### src/rtl/id_ex_stage.sv
// ID/EX pipeline register with WB bypass, r0 forcing, load-use bubble and flush; 1-cycle latency.
// Backpressure: stall_out holds PC and IF/ID for one cycle while EX gets a bubble.
module id_ex_stage #(
  parameter int DATA_W = 32,
  parameter int PERF_W = 16
) (
  input  logic              clk,
  input  logic              rst_n,
  input  logic              id_valid,
  input  logic [4:0]        id_rs,
  input  logic [4:0]        id_rt,
  input  logic [4:0]        id_rd,
  input  logic              id_uses_rt,
  input  logic [DATA_W-1:0] id_imm,
  input  logic [11:0]       id_ctrl,
  input  logic [DATA_W-1:0] rf_rd1,
  input  logic [DATA_W-1:0] rf_rd2,
  input  logic              wb_we,
  input  logic [4:0]        wb_addr,
  input  logic [DATA_W-1:0] wb_data,
  input  logic              flush,
  output logic              stall_out,
  output logic              ex_valid,
  output logic [11:0]       ex_ctrl,
  output logic [DATA_W-1:0] ex_op1,
  output logic [DATA_W-1:0] ex_op2,
  output logic [DATA_W-1:0] ex_imm,
  output logic [4:0]        ex_rs,
  output logic [4:0]        ex_rt,
  output logic [4:0]        ex_rd,
  output logic [PERF_W-1:0] bubble_cnt
);

  typedef struct packed {
    logic       reg_write;
    logic       mem_read;
    logic       mem_write;
    logic       mem_to_reg;
    logic       alu_src;
    logic       reg_dst;
    logic       branch;
    logic       jump;
    logic [3:0] alu_op;
  } ctrl_t;

  ctrl_t             ex_ctrl_q;
  ctrl_t             id_ctrl_s;
  logic [DATA_W-1:0] op1_sel;
  logic [DATA_W-1:0] op2_sel;
  logic              hz;

  assign id_ctrl_s = ctrl_t'(id_ctrl);
  assign ex_ctrl   = ex_ctrl_q;

  // Register file writes land at the same edge we capture, so bypass WB data here.
  always_comb begin
    op1_sel = rf_rd1;
    if (id_rs == 5'd0)
      op1_sel = '0;
    else if (wb_we && (wb_addr == id_rs))
      op1_sel = wb_data;

    op2_sel = rf_rd2;
    if (id_rt == 5'd0)
      op2_sel = '0;
    else if (wb_we && (wb_addr == id_rt))
      op2_sel = wb_data;
  end

  assign hz = ex_valid && ex_ctrl_q.mem_read && (ex_rt != 5'd0) && id_valid &&
              ((ex_rt == id_rs) || (id_uses_rt && (ex_rt == id_rt)));

  assign stall_out = hz && !flush;

  always_ff @(posedge clk or negedge rst_n) begin
    if (!rst_n) begin
      ex_valid   <= 1'b0;
      ex_ctrl_q  <= '0;
      ex_op1     <= '0;
      ex_op2     <= '0;
      ex_imm     <= '0;
      ex_rs      <= '0;
      ex_rt      <= '0;
      ex_rd      <= '0;
      bubble_cnt <= '0;
    end else if (flush || hz) begin
      // Squash and bubble share the cleared payload; only a bubble is counted.
      ex_valid  <= 1'b0;
      ex_ctrl_q <= '0;
      ex_op1    <= '0;
      ex_op2    <= '0;
      ex_imm    <= '0;
      ex_rs     <= '0;
      ex_rt     <= '0;
      ex_rd     <= '0;
      if (!flush && (bubble_cnt != {PERF_W{1'b1}}))
        bubble_cnt <= bubble_cnt + PERF_W'(1);
    end else begin
      ex_valid  <= id_valid;
      ex_ctrl_q <= id_valid ? id_ctrl_s : ctrl_t'('0);
      ex_op1    <= op1_sel;
      ex_op2    <= op2_sel;
      ex_imm    <= id_imm;
      ex_rs     <= id_rs;
      ex_rt     <= id_rt;
      ex_rd     <= id_rd;
    end
  end

endmodule
### config.mk
export PLATFORM = sky130hd
export DESIGN_NAME = id_ex_stage
export DESIGN_NICKNAME = d
export VERILOG_FILES = /design/src/rtl/id_ex_stage.sv
export SDC_FILE = /design/constraint.sdc
export NUM_CORES = 1
export LEC_CHECK = 0
export ABC_CLOCK_PERIOD_IN_PS = 2200
export CORE_MARGIN = 2
export CORE_UTILIZATION = 39
export DETAILED_ROUTE_END_ITERATION = 6
export PLACE_DENSITY_LB_ADDON = 0.3
export SLEW_MARGIN = 20
export SYNTH_ARGS = -nofsm -noshare
export SYNTH_HDL_FRONTEND = slang
export SYNTH_SLANG_ARGS = --single-unit
### constraint.sdc
create_clock -name clk -period 2.2 [get_ports clk]
set_clock_uncertainty 0.05 [all_clocks]
set_input_delay 0.44 -clock clk [delete_from_list [all_inputs] [get_ports clk]]
set_output_delay 0.44 -clock clk [all_outputs]
set_load 0.02 [all_outputs]
==> run_results.csv <==
group,metric,value,unit
worst_setup_path,critPathCaptureType,"output port",
cells_and_area,fin_nets,962,
clocking,h-tree-depth,4,
worst_setup_path,crit_required,1.71,ns
floorplan,rows,43,
cells_and_area,syn_to_final_growth,79.9,%
logic_synthesis,yosysSeqAreaShare,63.4,%
floorplan,fp.dieArea,15100,µm²
logic_synthesis,synth.most_common_cell,"dfrtp_1",
sta,finalSetupViolations,5,
grt,grt_max_degree,52,
sta,timing.final.ws_setup,-0.211,ns
floorplan,die_y,123,µm
grt,busiest_layer,"met2",
drt,vias,4625,
logic_synthesis,synthFlopType,"dfrtp_1",
grt,grt_pass1_wl,25.4,mm
worst_hold_path,hold_class,"register to register",
worst_setup_path,reg2reg_slack,-0.03,ns
placed_design,routabilityCongestion,0.921,
drt,drt-initial-drc-count,145,
logic_synthesis,yosysTopAreaCell,"dfrtp_1",
worst_setup_path,slowest_delay,0.40,ns
worst_setup_path,reg2reg_depth,9,
power_and_ir_drop,cellPowerDensity,679,nW/µm²
logic_synthesis,synth_edf_count,0,
clocking,cts_made_buffers,17,
run,cap_violations,0,
grt,grt_use_total,22.7,%
logic_synthesis,yosys-top-cells-count,"dfrtp_1 (140), nor2_1 (66), mux2i_1 (64)",
worst_setup_path,critPathMaxFanout,2,
drt,drcViolationCount,0,
sta,max_freq,415,MHz
cells_and_area,fillCellCount,956,
clocking,clk_latency,0.41,ns
logic_synthesis,syn_nets,611,
logic_synthesis,syn_avg_cell_area,12.5,µm²
sta,fin_crit_sh,110,%
power_and_ir_drop,intPower,5.17,mW
drt,avgRoutedWirePerCell,17.9,µm
worst_setup_path,critPathLaunchType,"register",
grt,grt_pass1_vias,4922,
drt,first_pass_iters,4,
power_and_ir_drop,total_power,6.75,mW
worst_setup_path,crit_top_cell,"and2_4",
logic_synthesis,synth_top_area_share,63.4,%
clocking,cts_tree,"built",
power_and_ir_drop,comb_power_share,16.6,%
grt,gr-usage-met3,5.95,%
logic_synthesis,synthCells,444,
floorplan,io_pins,307,
clocking,cts-root-buf,"clkbuf_16",
floorplan,start_util,39.8,%
sta,hold_viol,0,
floorplan,die_w,123,µm
grt,antenna_found_initial,0,
sta,finalMaxSlewViolations,0,
logic_synthesis,ys_warn_count,0,
power_and_ir_drop,vdd_drop_max,0.456,mV
grt,globalRouteOverflowTotal,0,
cells_and_area,drive_above_1_share,14.1,%
status,violations,"setup timing",
worst_setup_path,r2r-end,"bubble_cnt[15]",
placed_design,port_buffers,306,
logic_synthesis,synth_cell_type_count,28,
placed_design,dp_hpwl,13.3,mm
sta,worstMarginPinSlew,0.498,ns
drt,routed_wl,17.7,mm
power_and_ir_drop,p_switching,1.58,mW
worst_setup_path,cpMaxStageDelayCell,"or3_4",
logic_synthesis,ys_async_sr_fraction,100,%
sta,min_period,2.41,ns
power_and_ir_drop,power_frac_seq,40.6,%
grt,use_met2,40.2,%
sta,rsz0062_at_grt,"yes",
clocking,clockBufferDepth,2,
sta,slew_headroom,66.8,%
logic_synthesis,synth_area_leaders,"dfrtp_1 (63%), mux2i_1 (12%), and2_1 (6.9%)",
power_and_ir_drop,swShare,23.4,%
worst_hold_path,hold_path_end,"bubble_cnt[15]",
worst_setup_path,arrival,1.92,ns
status,status,"finished with violations",
clocking,clk_pin_slew_worst_paths,0.06,ns
worst_hold_path,hold_path_depth,1,
power_and_ir_drop,leakage,4.20,nW
placed_design,place_ws,-0.619,ns
worst_hold_path,min_from,"bubble_cnt[15]",
logic_synthesis,syn_area,5530,µm²
logic_synthesis,synth-seq-cells,140,
grt,use_met1,25.2,%
worst_setup_path,worstPathCellList,"or3_4, o311a_1, and2_4, and2_4, buf_6",
worst_setup_path,worst-setup-path-type,"register to output port",
floorplan,core_area,13900,µm²
sta,hold_ws,0.472,ns
clocking,clock-sinks,140,
worst_setup_path,reg2reg_from,"ex_rt[2]",
drt,antenna_left,0,
power_and_ir_drop,p_clk_share,42.8,%
drt,viasPerCell,4.68,
sta,setup_tns,-0.269,ns
[power groups by stage]
stage               clock network (mW)  registers, mW  logic, mW
floorplan                            0           2.94      0.182
global placement                     0           2.78       1.07
detailed placement                   0           2.78       1.09
CTS                               2.96           2.74       1.10
global route                      3.06           2.75       1.19
finish                            2.89           2.74       1.12
[cell usage in the layout (no fill, tap or decap), drive strengths merged, types with 5 or more instances in the layout]
master,count
and3,8
nand2,10
clkinv,5
mux2i,64
buf,49
and2,61
nand3,7
xnor2,24
clkdlybuf4s50,304
xor2,9
nor2,66
nand4,9
dfrtp,140
clkbuf,23
[registers in the layout, indices dropped and copies added, names as in the netlist]
name,flops
ex_rd,5
ex_ctrl,12
ex_valid,1
ex_rs,5
ex_rt,5
ex_imm,32
ex_op2,32
ex_op1,32
bubble_cnt,16
[logic make-up after synthesis]
| family | Yosys count | share of synthesized area, % |
|---|---|---|
| simple gates | 173 | 16.0 |
| flops | 140 | 63.4 |
| mux | 67 | 12.2 |
| xor+xnor | 33 | 5.23 |
| buf+inv | 24 | 2.26 |
| compound gates | 6 | 0.725 |
| fa+ha+maj | 1 | 0.226 |
[worst max-delay path: cells and delay by family (launching register included)]
| family | cells | cell delay (ns) |
|---|---|---|
| and+or+nand+nor | 3 | 0.69 |
| DFF | 1 | 0.39 |
| AOI/OAI and AO/OA | 1 | 0.32 |
| buffers and inverters | 1 | 0.12 |
[per-layer routing]
layer / vias to the layer above / wire length [µm] / part of all wire, %
met5: - / 0 / 0
met4: 0 / 505 / 2.9
met3: 29 / 1240 / 7.0
met2: 181 / 9270 / 52
met1: 2252 / 6660 / 38
li1: 2163 / - / -
[final cells by class]
| class | instances | area, µm² | area share, % |
|---|---|---|---|
| clock inverters | 10 | 141 | 1.42 |
| flip-flops and latches | 140 | 3500 | 35.2 |
| multi-input cells | 280 | 2020 | 20.3 |
| diodes | 1 | 2.50 | 0.0252 |
| clock buffers | 21 | 460 | 4.63 |
| repair buffers | 356 | 3590 | 36.1 |
| well taps | 180 | 225 | 2.26 |
[how the worst max path moves through the flow]
stage | from | to
2_1_floorplan | ex_rt[0] | bubble_cnt[14]
3_3_place_gp | id_rt[4] | stall_out
3_5_place_dp | id_rt[4] | stall_out
4_1_cts | ex_rt[2] | stall_out
5_1_grt | ex_rt[2] | stall_out
6_report | ex_rt[2] | stall_out
[through the flow]
stage / utilization [%] / std cells / instance area (µm²)
2_1_floorplan: - / 444 / 5530
3_3_place_gp: 66.0 / 949 / 9160
3_5_place_dp: 66.0 / 949 / 9160
4_1_cts: 70.7 / 985 / 9820
5_1_grt: 71.6 / 987 / 9940
6_report: 71.7 / 988 / 9950
[what timing repair did]
action,4_1_cts,5_1_grt
endpoints found under the setup margin,1,126
pin swaps,4,5
hold buffers,1,0
gates cloned,0,3
endpoints found under the hold margin,48,0
gates resized for setup,14,22
setup buffers,4,1
No activity file was read; power rests on OpenSTA's default activity.
